## config.mk

```make
export PLATFORM = sky130hd
export DESIGN_NAME = fetch_sequencer
export DESIGN_NICKNAME = d
export VERILOG_FILES = /design/src/rtl/fetch_sequencer.sv
export SDC_FILE = /design/constraint.sdc
export NUM_CORES = 1
export LEC_CHECK = 0
export CORE_AREA = 5 5 145 147
export DETAILED_ROUTE_END_ITERATION = 12
export DIE_AREA = 0 0 150 152
export HOLD_SLACK_MARGIN = 0.03
export PLACE_DENSITY = 0.91
export REMOVE_ABC_BUFFERS = 1
export SLEW_MARGIN = 20
export SYNTH_ARGS = -nofsm -noshare
export SYNTH_HDL_FRONTEND = slang
export SYNTH_SLANG_ARGS = --single-unit
```

## constraint.sdc

```tcl
create_clock -name clk -period 18.9 [get_ports clk]
set_clock_uncertainty 0.05 [all_clocks]
set_input_delay 2.835 -clock clk [delete_from_list [all_inputs] [get_ports clk]]
set_output_delay 2.835 -clock clk [all_outputs]
set_load 0.03 [all_outputs]
```

## src/rtl/fetch_sequencer.sv

```systemverilog
// Fetch-stage controller: owns the PC, runs a one-outstanding req/gnt/rvalid imem handshake and
// feeds the decode register. Define FETCH_PERF_CNT_EN to add saturating performance counters.
module fetch_sequencer #(
  parameter logic [31:0] RESET_PC = 32'h0000_0000
`ifdef FETCH_PERF_CNT_EN
  ,
  parameter int unsigned PERF_W   = 16
`endif
) (
  input  logic              clk,
  input  logic              rst,
  input  logic              PCSrcE,
  input  logic [31:0]       PCTargetE,
  input  logic              StallD,
  output logic              imem_req,
  output logic [31:0]       imem_addr,
  input  logic              imem_gnt,
  input  logic              imem_rvalid,
  input  logic [31:0]       imem_rdata,
  output logic [31:0]       InstrD,
  output logic [31:0]       PCD,
  output logic [31:0]       PCPlus4D,
  output logic              ValidD
`ifdef FETCH_PERF_CNT_EN
  ,
  output logic [PERF_W-1:0] perf_fetched,
  output logic [PERF_W-1:0] perf_killed,
  output logic [PERF_W-1:0] perf_wait
`endif
);

  typedef enum logic [1:0] {StIdle, StReq, StWait, StHold} state_e;

  state_e      state_q, state_d;
  logic [31:0] pc_q, pc_d;
  logic [31:0] req_pc_q, req_pc_d;
  logic        kill_q, kill_d;
  logic [31:0] buf_instr_q, buf_instr_d;
  logic [31:0] buf_pc_q, buf_pc_d;
  logic [31:0] instr_q, instr_d;
  logic [31:0] pcd_q, pcd_d;
  logic [31:0] pcp4_q, pcp4_d;
  logic        valid_q, valid_d;

  logic [31:0] target;
  logic        granted, resp, resp_drop, resp_take;
  logic        buf_fill, buf_drop, load_wait, load_hold;

  assign target    = PCTargetE & 32'hFFFF_FFFC;
  assign granted   = (state_q == StReq) && imem_gnt;
  assign resp      = (state_q == StWait) && imem_rvalid;
  // A redirect in the same cycle as the response makes that response stale too.
  assign resp_drop = resp && (kill_q || PCSrcE);
  assign resp_take = resp && !resp_drop;
  assign buf_fill  = resp_take && StallD;
  assign load_wait = resp_take && !StallD;
  assign buf_drop  = (state_q == StHold) && PCSrcE;
  assign load_hold = (state_q == StHold) && !PCSrcE && !StallD;

  // State register
  always_ff @(posedge clk or posedge rst) begin
    if (rst) begin
      state_q <= StIdle;
    end else begin
      state_q <= state_d;
    end
  end

  // Next-state logic
  always_comb begin
    state_d = state_q;
    unique case (state_q)
      StIdle: state_d = StReq;
      StReq:  if (imem_gnt) state_d = StWait;
      StWait: if (resp) state_d = buf_fill ? StHold : StReq;
      StHold: if (PCSrcE || !StallD) state_d = StReq;
      default: state_d = StIdle;
    endcase
  end

  // Output logic
  always_comb begin
    imem_req  = (state_q == StReq);
    imem_addr = pc_q;
    InstrD    = instr_q;
    PCD       = pcd_q;
    PCPlus4D  = pcp4_q;
    ValidD    = valid_q;
  end

  // PC, outstanding-request tracking and skid buffer
  always_comb begin
    pc_d        = pc_q;
    req_pc_d    = req_pc_q;
    kill_d      = kill_q;
    buf_instr_d = buf_instr_q;
    buf_pc_d    = buf_pc_q;
    if (PCSrcE) begin
      pc_d = target;
    end else if (granted) begin
      pc_d = pc_q + 32'd4;
    end
    if (granted) begin
      req_pc_d = pc_q;
    end
    if (resp) begin
      kill_d = 1'b0;
    end else if (PCSrcE && (granted || state_q == StWait)) begin
      kill_d = 1'b1;
    end
    if (buf_fill) begin
      buf_instr_d = imem_rdata;
      buf_pc_d    = req_pc_q;
    end
  end

  // Decode register: flush beats stall; without new work an unstalled register bubbles.
  always_comb begin
    instr_d = instr_q;
    pcd_d   = pcd_q;
    pcp4_d  = pcp4_q;
    valid_d = valid_q;
    if (PCSrcE) begin
      valid_d = 1'b0;
    end else if (!StallD) begin
      if (load_wait) begin
        instr_d = imem_rdata;
        pcd_d   = req_pc_q;
        pcp4_d  = req_pc_q + 32'd4;
        valid_d = 1'b1;
      end else if (load_hold) begin
        instr_d = buf_instr_q;
        pcd_d   = buf_pc_q;
        pcp4_d  = buf_pc_q + 32'd4;
        valid_d = 1'b1;
      end else begin
        valid_d = 1'b0;
      end
    end
  end

  always_ff @(posedge clk or posedge rst) begin
    if (rst) begin
      pc_q        <= RESET_PC;
      req_pc_q    <= 32'h0;
      kill_q      <= 1'b0;
      buf_instr_q <= 32'h0;
      buf_pc_q    <= 32'h0;
      instr_q     <= 32'h0;
      pcd_q       <= 32'h0;
      pcp4_q      <= 32'h0;
      valid_q     <= 1'b0;
    end else begin
      pc_q        <= pc_d;
      req_pc_q    <= req_pc_d;
      kill_q      <= kill_d;
      buf_instr_q <= buf_instr_d;
      buf_pc_q    <= buf_pc_d;
      instr_q     <= instr_d;
      pcd_q       <= pcd_d;
      pcp4_q      <= pcp4_d;
      valid_q     <= valid_d;
    end
  end

`ifdef FETCH_PERF_CNT_EN
  logic [PERF_W-1:0] fetched_q, fetched_d, killed_q, killed_d, wait_q, wait_d;
  logic              fetched_inc, killed_inc, wait_inc;

  assign fetched_inc = load_wait || load_hold;
  assign killed_inc  = resp_drop || buf_drop;
  assign wait_inc    = ((state_q == StReq) && !imem_gnt) || ((state_q == StWait) && !imem_rvalid);

  // Saturating increments
  always_comb begin
    fetched_d = fetched_q;
    killed_d  = killed_q;
    wait_d    = wait_q;
    if (fetched_inc && (fetched_q != '1)) fetched_d = fetched_q + 1'b1;
    if (killed_inc && (killed_q != '1))   killed_d  = killed_q + 1'b1;
    if (wait_inc && (wait_q != '1))       wait_d    = wait_q + 1'b1;
  end

  always_ff @(posedge clk or posedge rst) begin
    if (rst) begin
      fetched_q <= '0;
      killed_q  <= '0;
      wait_q    <= '0;
    end else begin
      fetched_q <= fetched_d;
      killed_q  <= killed_d;
      wait_q    <= wait_d;
    end
  end

  assign perf_fetched = fetched_q;
  assign perf_killed  = killed_q;
  assign perf_wait    = wait_q;
`endif

endmodule

```

**Yosys cells after proc, flatten, opt, wreduce, memory -nomap -nowiden**

Cells that the tools add are included.
Widths: inputs -> output; s select.

- Flip-flop bits (word level): 228
- Input port bits: 70
- Output and inout bits: 130
- Logic and storage cells: 62

- Add/sub/neg operators: 3
- Equality and inequality tests: 7
- Mux-type cells: 19
- Bitwise logic cells: 2
- Reduce and logical (&&, ||, !) cells: 21

Operator list:

| operator | number |
|---|---|
| $mux 32 | 8 |
| $add 32x3->32 const B | 3 |
| $logic_and 1x1->1 | 9 |
| $mux 2 | 4 |
| $pmux 2 s4 | 1 |
| $mux 1 | 6 |
| $reduce_and 3->1 | 2 |
| $reduce_bool 2->1 | 3 |
| $eq 2x2->1 const B | 2 |
| $ne 2x1->1 const B | 2 |
| $ne 2x2->1 const B | 2 |
| $logic_not 1->1 | 3 |
| $logic_or 1x1->1 | 3 |
| $eq 2x1->1 const B | 1 |
| $logic_not 2->1 | 1 |
| $not 1->1 | 2 |

**Longest topological paths before layout**

Gate-level depths: netlist of run 1.

- Depth in word-level cells: 9
- Depth in mapped cells: 17
- Mapped depth without buffers: 13

**Least setup slack after synthesis of run 1**

OpenSTA, ideal clock, no wires.

- Path type: input -> register
- Start point: input imem_rvalid
- End point: register pcp4_q[30] (netlist: PCPlus4D[30])
- Setup time: 0.137 ns
- Data arrival time: 6.006 ns
- Path slack: 12.708 ns
- Stages on the path: 15
- Cell sequence: and3b_1 > clkbuf_1 > clkbuf_1 > nand2_1 > clkbuf_1 > clkbuf_1 > nand2_1 > nand2_1 > ha_1 > nand3_1 > nor4_1 > nor2_1 > a2111oi_0 > xor2_1 > o21ai_0

- Word-level cells in the longest chain between the ends: 7
- Elaborated cells between the ends (all ways): 8
- Classes of those cells: mux (1); reduce/logical (7)

Ends and longest elaborated chain:

| element | line | text |
|---|---|---|
| from (decl) | 18 | `input logic imem_rvalid,` |
| $logic_and 1x1->1 * | 51 | `assign resp = (state_q == StWait) && imem_rvalid;` |
| $logic_and 1x1->1 | 53 | `assign resp_drop = resp && (kill_q \|\| PCSrcE);` |
| $logic_not 1->1 | 54 | `assign resp_take = resp && !resp_drop;` |
| $logic_and 1x1->1 * | 54 |  |
| $logic_and 1x1->1 * | 56 | `assign load_wait = resp_take && !StallD;` |
| $reduce_bool 2->1 (no source line) | -- |  |
| $reduce_and 3->1 (no source line) | -- |  |
| to (signal assigned) | 161 | `pcp4_q <= pcp4_d;` |
| to (decl) | 42 | `logic [31:0] pcp4_q, pcp4_d;` |

Mark *: on every way between the ends. The rest lies on a longest branch, timed or not.
A chain may end at the register's enable or synchronous reset.

**Worst setup path after layout of run 1**

Ends and elaborated chain as after synthesis.

==> results by group, run 1 <==
Status
  • Status: complete, no violations

Route
  • TritonRoute pass-1 iters: 5
  • DR WL met2: 13.3 mm
  • Final WL: roughly 28 mm
  • M1 wire length: 11.2 mm
  • Avg WL per Cell: between 15 and 20 um
  • Routed wl met3: 2.83 mm
  • DR iter-0 viols: 619
  • DR top layer: met4
  • Routed vias: between 9k and 10k
  • DR DRC count: 0
  • Vias per inst: ~5.8
  • Antenna Nets Post-Route: 0

Clock network
  • Clock tree sinks: 218
  • Hold buffer count at cts: 0
  • CTS tree: done
  • Post_cts resized: 0
  • H-tree depth: 1
  • Post-CTS Setup Inserts: 0
  • Clk root buf: clkbuf_16
  • Max Root-Sink Buffers: 3
  • Clock Latency Late Sink: 530 ps
  • Number of buffers created by CTS: 24
  • Clock Pin Slew Worst Setup and Hold Paths: approximately 60 ps

Global routing
  • First-pass GRT wire length: roughly 47 mm
  • GRT Util Overall: about a quarter
  • Largest net degree at the start of global routing: around 140
  • Total gr overflow: 0
  • Vias in the first global route: 9,159
  • Initial antenna violation count: 0

Power
  • Leak pwr: 5.81 nW
  • Power Density: 137 nW/um^2
  • VDD IR max: between 50 and 60 uV

Floorplanning
  • Die Wd: 150 um
  • Die area: 22,800 um^2
  • Row count: 52
  • Core Footprint: 19,800 um^2
  • Die H: 152 um
  • I/O pin total: 200
  • Initial Util: 53.3%

Logic synthesis
  • Flops & latches, synth: 218
  • Distinct cells, synth: 52
  • Synth warnings: 0
  • Number of synthesized flops with an enable pin: 0
  • Cells after Synth: 1,130
  • Async S/R FF share, synth: 100%
  • Register area share after synthesis: between 50 and 60%
  • Post-synthesis cell area: 10,500 um^2
  • Avg Cell Area, Syn: 9.33 um^2
  • Top_reg_cell synth: dfrtp_1

STA
  • Final setup viols: 0
  • FMAX: 148 MHz
  • Min cycle time layout: 6750 ps
  • Worst slew pin tran: 1030 ps
  • Fin. max-slew vios: 0
  • Min Hold Slack: around 420 ps
  • Final hold violations: 0
  • Unrepaired setup endpoints after global routing: false
  • Fin crit share: 35.7%
  • Final TNS setup: 0 ps
  • Slew Limit Headroom: a little under a third

Worst hold path
  • Hold WC Path Type: reg2reg

Place
  • Routability cong.: 0.917
  • Hpwl dp: 18.8 mm
  • # port buffers: approximately 190

Final layout
  • Most frequent cells in the layout: nand2_1, dfrtp_1, clkdlybuf4s50_1
  • Fillcell total: 1,525
  • Layout area overhead: 26.8%
  • Register area: 5460 um^2
  • Multi-input logic area: around 4700 um^2
  • Commonest non-fill, non-tap cell in the layout: nand2_1
  • Ant diodes: 0
  • Ratio of cells with drive above 1 in the final layout: 9.45%
  • Fin nets: 1,360

Worst setup path
  • Critical path launch point type: input port
  • Setup CP Type: in2reg
  • CP Max Fanout: 20
  • Worst EP arrival: just over 7000 ps
  • CP Capture Type: flip-flop
  • Worst Path Required: 19,260 ps

Run
  • Max Cap Viol: 0
-- final cells by class --
type	count	share of cell area (%)
flip-flops and latches	218	40.8
multi-input cells	817	35.2
repair buffers	202	14.9
clock buffers	37	5.61
well taps	270	2.53
inverters	21	0.646
clock inverters	7	0.365
-- metrics by stage --
stage / cells / total power, mW / util, % / setup WS [ps] / instance area (um^2)
floorplan: 1056 / 1.09 / - / 10050 / 10200
global placement: 1528 / 1.35 / 63.6 / 11950 / 12600
detailed placement: 1528 / 1.37 / 63.6 / 11840 / 12600
CTS: 1572 / 1.84 / 67.6 / 12270 / 13400
global route: 1572 / 1.93 / 67.6 / 11750 / 13400
finish: 1572 / 1.83 / 67.6 / 12150 / 13400
-- per-layer routing --
metal | GRT usage, % | vias to the layer above
met5 | 0 | -
met3 | 5.60 | 95
met1 | 33.0 | 4343
met2 | 39.4 | 474
li1 | - | 4192
met4 | 9.19 | 0
-- path summary, 6_finish.rpt --
path / from / to / slack [ps] / depth (start not counted)
max: imem_rvalid / PCPlus4D[30] / 12150 / 13
min: PCPlus4D[5] / PCPlus4D[5] / 420 / 2
max reg2reg: state_q[0] / PCPlus4D[30] / 14280 / 14
min reg2reg: PCPlus4D[5] / PCPlus4D[5] / 420 / 2
max in group asynchronous: rst / req_pc_q[15] / 14360 / 3
min in group asynchronous: rst / InstrD[17] / 2900 / 2
-- flip-flops by register name, summed over array words and instances (netlist names) --
| name | count |
|---|---|
| InstrD | 32 |
| buf_instr_q | 32 |
| PCD | 30 |
| PCPlus4D | 30 |
| buf_pc_q | 30 |
| imem_addr | 30 |
| req_pc_q | 30 |
| state_q | 2 |
| ValidD | 1 |
| kill_q | 1 |
-- cells by family after synthesis --
logic type / Yosys count / synth area share (%)
muxes: 73 / 7.65
adders and majority gates: 6 / 0.712
other: 1 / 0.0356
AOI/OAI and AO/OA: 194 / 11.2
buffers and inverters: 100 / 3.93
and+or+nand+nor: 470 / 19.1
xor gates and xnor gates: 68 / 5.65
DFF: 218 / 51.8
-- power by group --
group | total [mW] | switching [mW] | internal, mW
registers | 0.765 | 0.151 | 0.614
logic | 0.607 | 0.346 | 0.261
clock network | 0.461 | 0.189 | 0.273
-- cells in the mapped netlist, types with 22 or more instances --
library cell	n	area [um^2]
nand2_1	262	983
dfrtp_1	218	5460
nor2_1	100	375
o21ai_0	66	330
clkbuf_1	63	236
mux2_2	60	676
a31oi_1	57	357
xnor2_1	44	385
nand3_1	27	135
a21oi_1	25	125
xor2_1	24	210
nand4_1	22	138
-- critical path, cell delays in order --
cell             delay (ps)
clkdlybuf4s50_1         540
nand3b_1                620
nor2_1                  270
buf_4                   310
nand2_1                 120
nand2_1                  80
ha_1                    250
nand3_1                 120
a211oi_1                570
nor2_1                  390
a2111oi_0               700
xor2_1                  190
o21ai_0                  90
No activity file was read; power rests on OpenSTA's default activity.
==> inputs of run 2 (changes only) <==
--- a/config.mk
+++ b/config.mk
@@ -5,11 +5,11 @@
 export SDC_FILE = /design/constraint.sdc
 export NUM_CORES = 1
 export LEC_CHECK = 0
-export CORE_AREA = 5 5 145 147
+export CORE_AREA = 5 5 155 157
 export DETAILED_ROUTE_END_ITERATION = 12
-export DIE_AREA = 0 0 150 152
+export DIE_AREA = 0 0 160 162
 export HOLD_SLACK_MARGIN = 0.03
-export PLACE_DENSITY = 0.91
+export PLACE_DENSITY = 0.84
 export REMOVE_ABC_BUFFERS = 1
 export SLEW_MARGIN = 20
 export SYNTH_ARGS = -nofsm -noshare
==> constraint.sdc (replaced) <==
create_clock -name clk -period 6.1 [get_ports clk]
set_clock_uncertainty 0.05 [all_clocks]
set_input_delay 0.915 -clock clk [delete_from_list [all_inputs] [get_ports clk]]
set_output_delay 0.915 -clock clk [all_outputs]
set_load 0.03 [all_outputs]
==> run 2 against run 1 <==
  * Sequential power increased to 3.1 times the previous value
  * Largest cell class unchanged
  * Power rose to 3.2 times the previous value
  * Clock-buffer cell count decreased by 2
  * Highest routed layer unchanged
  * Sequential cell count unchanged
  * First-iteration DRC count up 5.8%
  * Critical path type unchanged
==> results by group, run 2 (same netlist as run 1, synthesis figures left out) <==
Place
  • Routability cong.: 0.864 (was 0.917)
  • Placed Cells: 1,550 (was 1,528)
  • Hpwl dp: 19.4 mm (was 18.8 mm)
  • # port buffers: 191 (unchanged)

Worst setup path
  • Critical path launch point type: input port (unchanged)
  • Setup CP Type: in2reg (unchanged)
  • Worst Path Required: 6480 ps (was 19,260 ps)
  • Worst EP arrival: 4180 ps (was 7100 ps)
  • Register-to-register setup slack: 2720 ps (was 14,280 ps)
  • CP Max Fanout: 63 (was 20)
  • CP Capture Type: flip-flop (unchanged)

Floorplanning
  • Core Footprint: 22,400 um^2 (was 19,800 um^2)
  • Initial Util: 47.1% (was 53.3%)
  • Die area: 25,900 um^2 (was 22,800 um^2)
  • Die H: 162 um (was 152 um)
  • I/O pin total: 200 (unchanged)
  • Row count: 55 (was 52)
  • Die Wd: 160 um (was 150 um)

STA
  • Slew Limit Headroom: 32.1% (was 31.2%)
  • Min cycle time layout: 3800 ps
  • Worst slew pin tran: 1020 ps (was 1030 ps)
  • Final setup viols: 0 (unchanged)
  • Fin crit share: 62.3%
  • FMAX: 263 MHz
  • Unrepaired setup endpoints after global routing: false (unchanged)
  • Fin. max-slew vios: 0 (unchanged)
  • Final hold violations: 0 (unchanged)

Global routing
  • First-pass GRT wire length: 46.0 mm (was 46.7 mm)
  • Vias in the first global route: 8,979 (was 9,159)
  • Initial antenna violation count: 0 (unchanged)
  • GRT Util Overall: 21.2% (was 24.6%)
  • Total gr overflow: 0 (unchanged)
  • Largest net degree at the start of global routing: 147 (was 142)

Final layout
  • Ant diodes: 0 (unchanged)
  • Multi-input logic area: 4700 um^2 (unchanged)
  • Layout Cells excl Fill: 1,592 (was 1,572)
  • Most frequent cells in the layout: nand2_1, dfrtp_1, clkdlybuf4s50_1 (unchanged)
  • Fillcell total: 1,869 (was 1,525)
  • Commonest non-fill, non-tap cell in the layout: nand2_1 (unchanged)
  • Register area: 5460 um^2 (unchanged)
  • Fin nets: 1,367 (was 1,360)
  • Layout area overhead: 28.1% (was 26.8%)
  • Ratio of cells with drive above 1 in the final layout: 9.87% (was 9.45%)
  • Fin util: 60.4% (was 67.6%)

Clock network
  • CTS tree: done (unchanged)
  • Post_cts resized: 0 (unchanged)
  • Max Root-Sink Buffers: 3 (unchanged)
  • Clk root buf: clkbuf_16 (unchanged)
  • Number of buffers created by CTS: 24 (unchanged)
  • Hold buffer count at cts: 0 (unchanged)
  • Clock tree sinks: 218 (unchanged)
  • Clock Latency Late Sink: 510 ps (was 530 ps)
  • Post-CTS Setup Inserts: 0 (unchanged)
  • Clock Pin Slew Worst Setup and Hold Paths: 60 ps (about the same)
  • H-tree depth: 1 (unchanged)

Power
  • Total power: 5.78 mW (was 1.83 mW)
  • Power Density: 428 nW/um^2 (was 137 nW/um^2)
  • Leak pwr: 5.87 nW (was 5.81 nW)
  • VDD IR max: 178 uV (was 59.9 uV)

Route
  • Vias per inst: 5.62 (was 5.79)
  • DR iter-0 viols: 655 (was 619)
  • TritonRoute pass-1 iters: 5 (unchanged)
  • Antenna Nets Post-Route: 0 (unchanged)
  • DR DRC count: 0 (unchanged)
  • Avg WL per Cell: 17.9 um (was 18.0 um)
  • Final WL: 28.4 mm (was 28.3 mm)
  • Routed vias: 8,949 (was 9,104)

Run
  • Max Cap Viol: 0 (unchanged)

Status
  • Status: complete, no violations (unchanged)

Worst hold path
  • Hold WC Path Type: reg2reg (unchanged)
## run 2: cell count changes in the layout (fill, tap and decap cells not counted), moves of 2 or more
cell | before | now
buf_4 | 11 | 18
bufinv_16 | 0 | 3
clkbuf_8 | 10 | 8
clkinv_2 | 5 | 3
## run 2: through the flow
| step | setup slack [ps] | setup TNS [ps] | hold WS (ps) | area [um^2] |
|---|---|---|---|---|
| final | 2300 | 0 | 419 | 13500 |
| after global placement | 1890 | 0 | 404 | 12600 |
| after floorplan | -829 | -180800 | 415 | 10200 |
| after global routing | 2070 | 0 | 456 | 13500 |
| after detailed placement | 1800 | 0 | 413 | 12600 |
| after CTS | 2340 | 0 | 426 | 13500 |
## run 2: cell type report
cell class / count / area share (%)
Clock buffer: 35 / 5.50
Inverter: 21 / 0.676
Multi-Input combinational cell: 817 / 34.8
Tap cell: 285 / 2.64
Clock inverter: 7 / 0.843
Timing Repair Buffer: 209 / 15.1
Sequential cell: 218 / 40.4
## run 2: critical path, stage by stage
cell and delay [ps]:
buf_2 690, or2_1 190, buf_4 250, nor2_1 120
nand2_1 100, nand2_1 70, ha_1 250, nand3_1 100
nor4_1 50, buf_4 170, nor2_1 650, a2111oi_0 220
xor2_1 190, o21ai_0 180
## run 2: final timing paths
kind | startpoint | end | depth (start not counted)
max | PCSrcE | PCPlus4D[30] | 14
min | PCPlus4D[5] | PCPlus4D[5] | 2
max reg2reg | state_q[0] | PCPlus4D[30] | 15
min reg2reg | PCPlus4D[5] | PCPlus4D[5] | 2
max in group asynchronous | rst | PCD[16] | 3
min in group asynchronous | rst | InstrD[5] | 2
## run 2: power breakdown
part / internal (mW) / leakage, nW / total (mW) / switching (mW)
clock network: 0.966 / 0.426 / 1.54 / 0.569
logic: 0.810 / 2.60 / 1.88 / 1.07
registers: 1.90 / 2.85 / 2.37 / 0.466
## run 2: routing by layer
metal / global-route usage [%] / part of all wire, % / up-vias / routed length, um
li1: - / - / 4207 / -
met3: 4.42 / 7.4 / 62 / 2110
met5: 0 / 0 / - / 0
met4: 7.82 / 2.9 / 0 / 827
met1: 28.6 / 43 / 4306 / 12200
met2: 34.1 / 47 / 374 / 13300
==> variant: new RTL, config.mk and constraints of run 1 <==
`buf_instr_q`, `buf_pc_q` and `instr_q` no longer have a reset.
--- a/src/rtl/fetch_sequencer.sv
+++ b/src/rtl/fetch_sequencer.sv
@@ -144,9 +144,6 @@
       pc_q        <= RESET_PC;
       req_pc_q    <= 32'h0;
       kill_q      <= 1'b0;
-      buf_instr_q <= 32'h0;
-      buf_pc_q    <= 32'h0;
-      instr_q     <= 32'h0;
       pcd_q       <= 32'h0;
       pcp4_q      <= 32'h0;
       valid_q     <= 1'b0;
@@ -154,13 +151,16 @@
       pc_q        <= pc_d;
       req_pc_q    <= req_pc_d;
       kill_q      <= kill_d;
-      buf_instr_q <= buf_instr_d;
-      buf_pc_q    <= buf_pc_d;
-      instr_q     <= instr_d;
       pcd_q       <= pcd_d;
       pcp4_q      <= pcp4_d;
       valid_q     <= valid_d;
     end
+  end
+
+  always_ff @(posedge clk) begin
+    buf_instr_q <= buf_instr_d;
+    buf_pc_q    <= buf_pc_d;
+    instr_q     <= instr_d;
   end
 
 `ifdef FETCH_PERF_CNT_EN
Behaviour: differs if rst is asserted again (counterexample within 4 cycles, from zero or initial values and one cycle with rst high); with rst held inactive, the same outputs for 4 cycles.
==> variant against run 1 <==
Clock power shrank 2%. Fmax is 8.8% higher. Area after synthesis down 6.1%. Design area shrank 4.5%. Die area unchanged. Power decreased by 9.9%. Utilization shrank 3.0 points. Sequential power shrank 6.8%. Largest cell class unchanged. Routed wire length down 13%. Sequential cell count did not move. Worst setup slack improved by 0.55 ns.
==> variant: results <==
metrics = {
    "cells_and_area": {
        "final_cells": 1377,
        "drive_gt1_share_pct": 8.31,
        "seq_area_um2": 5930,
        "synthToLayoutAreaGrowth_pct": 29.0,
        "multiInputGateArea_um2": 3750,
        "buf_share_pct": 15.4,
        "nNetsFinal": 1167,
        "inverters_excl_clock": 9,
    },
    "placed_design": {
        "dp_slack_ns": 12.23,
        "dp.cells": 1336,
        "place_congestion": 0.887,
        "dp_hpwl_um": 17400,
        "placed_area_um2": 12000,
    },
    "global_route": {
        "grt_pass1_vias": 7440,
        "grtUsageMet3_pct": 4.83,
        "track_usage_pct": 21.3,
        "grt_max_degree": 102,
        "grt_util_met1_pct": 29.1,
        "met2_usage_pct": 34.7,
        "grt_first_pass_wirelength_um": 39800,
    },
    "synth": {
        "yosysSeqAreaShare_pct": 59.9,
        "synth_edf_count": 94,
        "synthAdderAreaFrac_pct": 0.758,
        "synth_xor_xnor_area_share_pct": 5.40,
        "ys_types": 64,
        "synthMuxAreaShare_pct": 5.79,
        "synthTopCellsByArea": "dfrtp_1, edfxtp_1, nand2_1",
        "synth_compound_area_share_pct": 7.76,
    },
    "pwr": {
        "leakagePower_nw": 5.11,
        "p_seq_share_pct": 43.2,
        "p_sw_w": 0.000567,
        "p_int_w": 0.00108,
        "peakVddDrop_uv": 72.2,
    },
    "route": {
        "routed_wl_um": 24700,
        "vias_per_cell": 5.44,
        "dr_wl_met3_um": 2380,
    },
    "worst_setup_path": {
        "worstPathArrival_ns": 6.50,
        "cp-startpoint": "PCSrcE",
        "slowest_delay_ns": 0.76,
        "slowest_stage": "buf_4",
    },
    "timing": {
        "relSlewSlack_pct": 30.2,
        "fin_ws_ns": 12.70,
    },
    "clock_tree": {
        "cts_buffers": 23,
    },
    "run_status": {
        "status": "complete, no violations",
    },
}
[variant: cell count changes in the layout (fill, tap and decap cells not counted), sizes merged, moves of 13 or more]
cell and delta:
a31oi -49, xor2 +13, nand2 -28, inv -13
edfxtp +94, xnor2 -20, a21oi -14, nor2 -73
mux2 -29, dfrtp -94, o21ai +22
[variant: how the worst min path moves through the flow]
stage / startpoint / end / slack, ns / cells after the start
6_report: PCD[14] / PCD[14] / 0.43 / 2
5_1_grt: PCD[17] / PCD[17] / 0.45 / 2
4_1_cts: PCPlus4D[10] / PCPlus4D[10] / 0.43 / 2
3_5_place_dp: PCPlus4D[10] / PCPlus4D[10] / 0.41 / 2
3_3_place_gp: req_pc_q[31] / buf_pc_q[31] / 0.40 / 0
2_1_floorplan: req_pc_q[31] / buf_pc_q[31] / 0.39 / 0
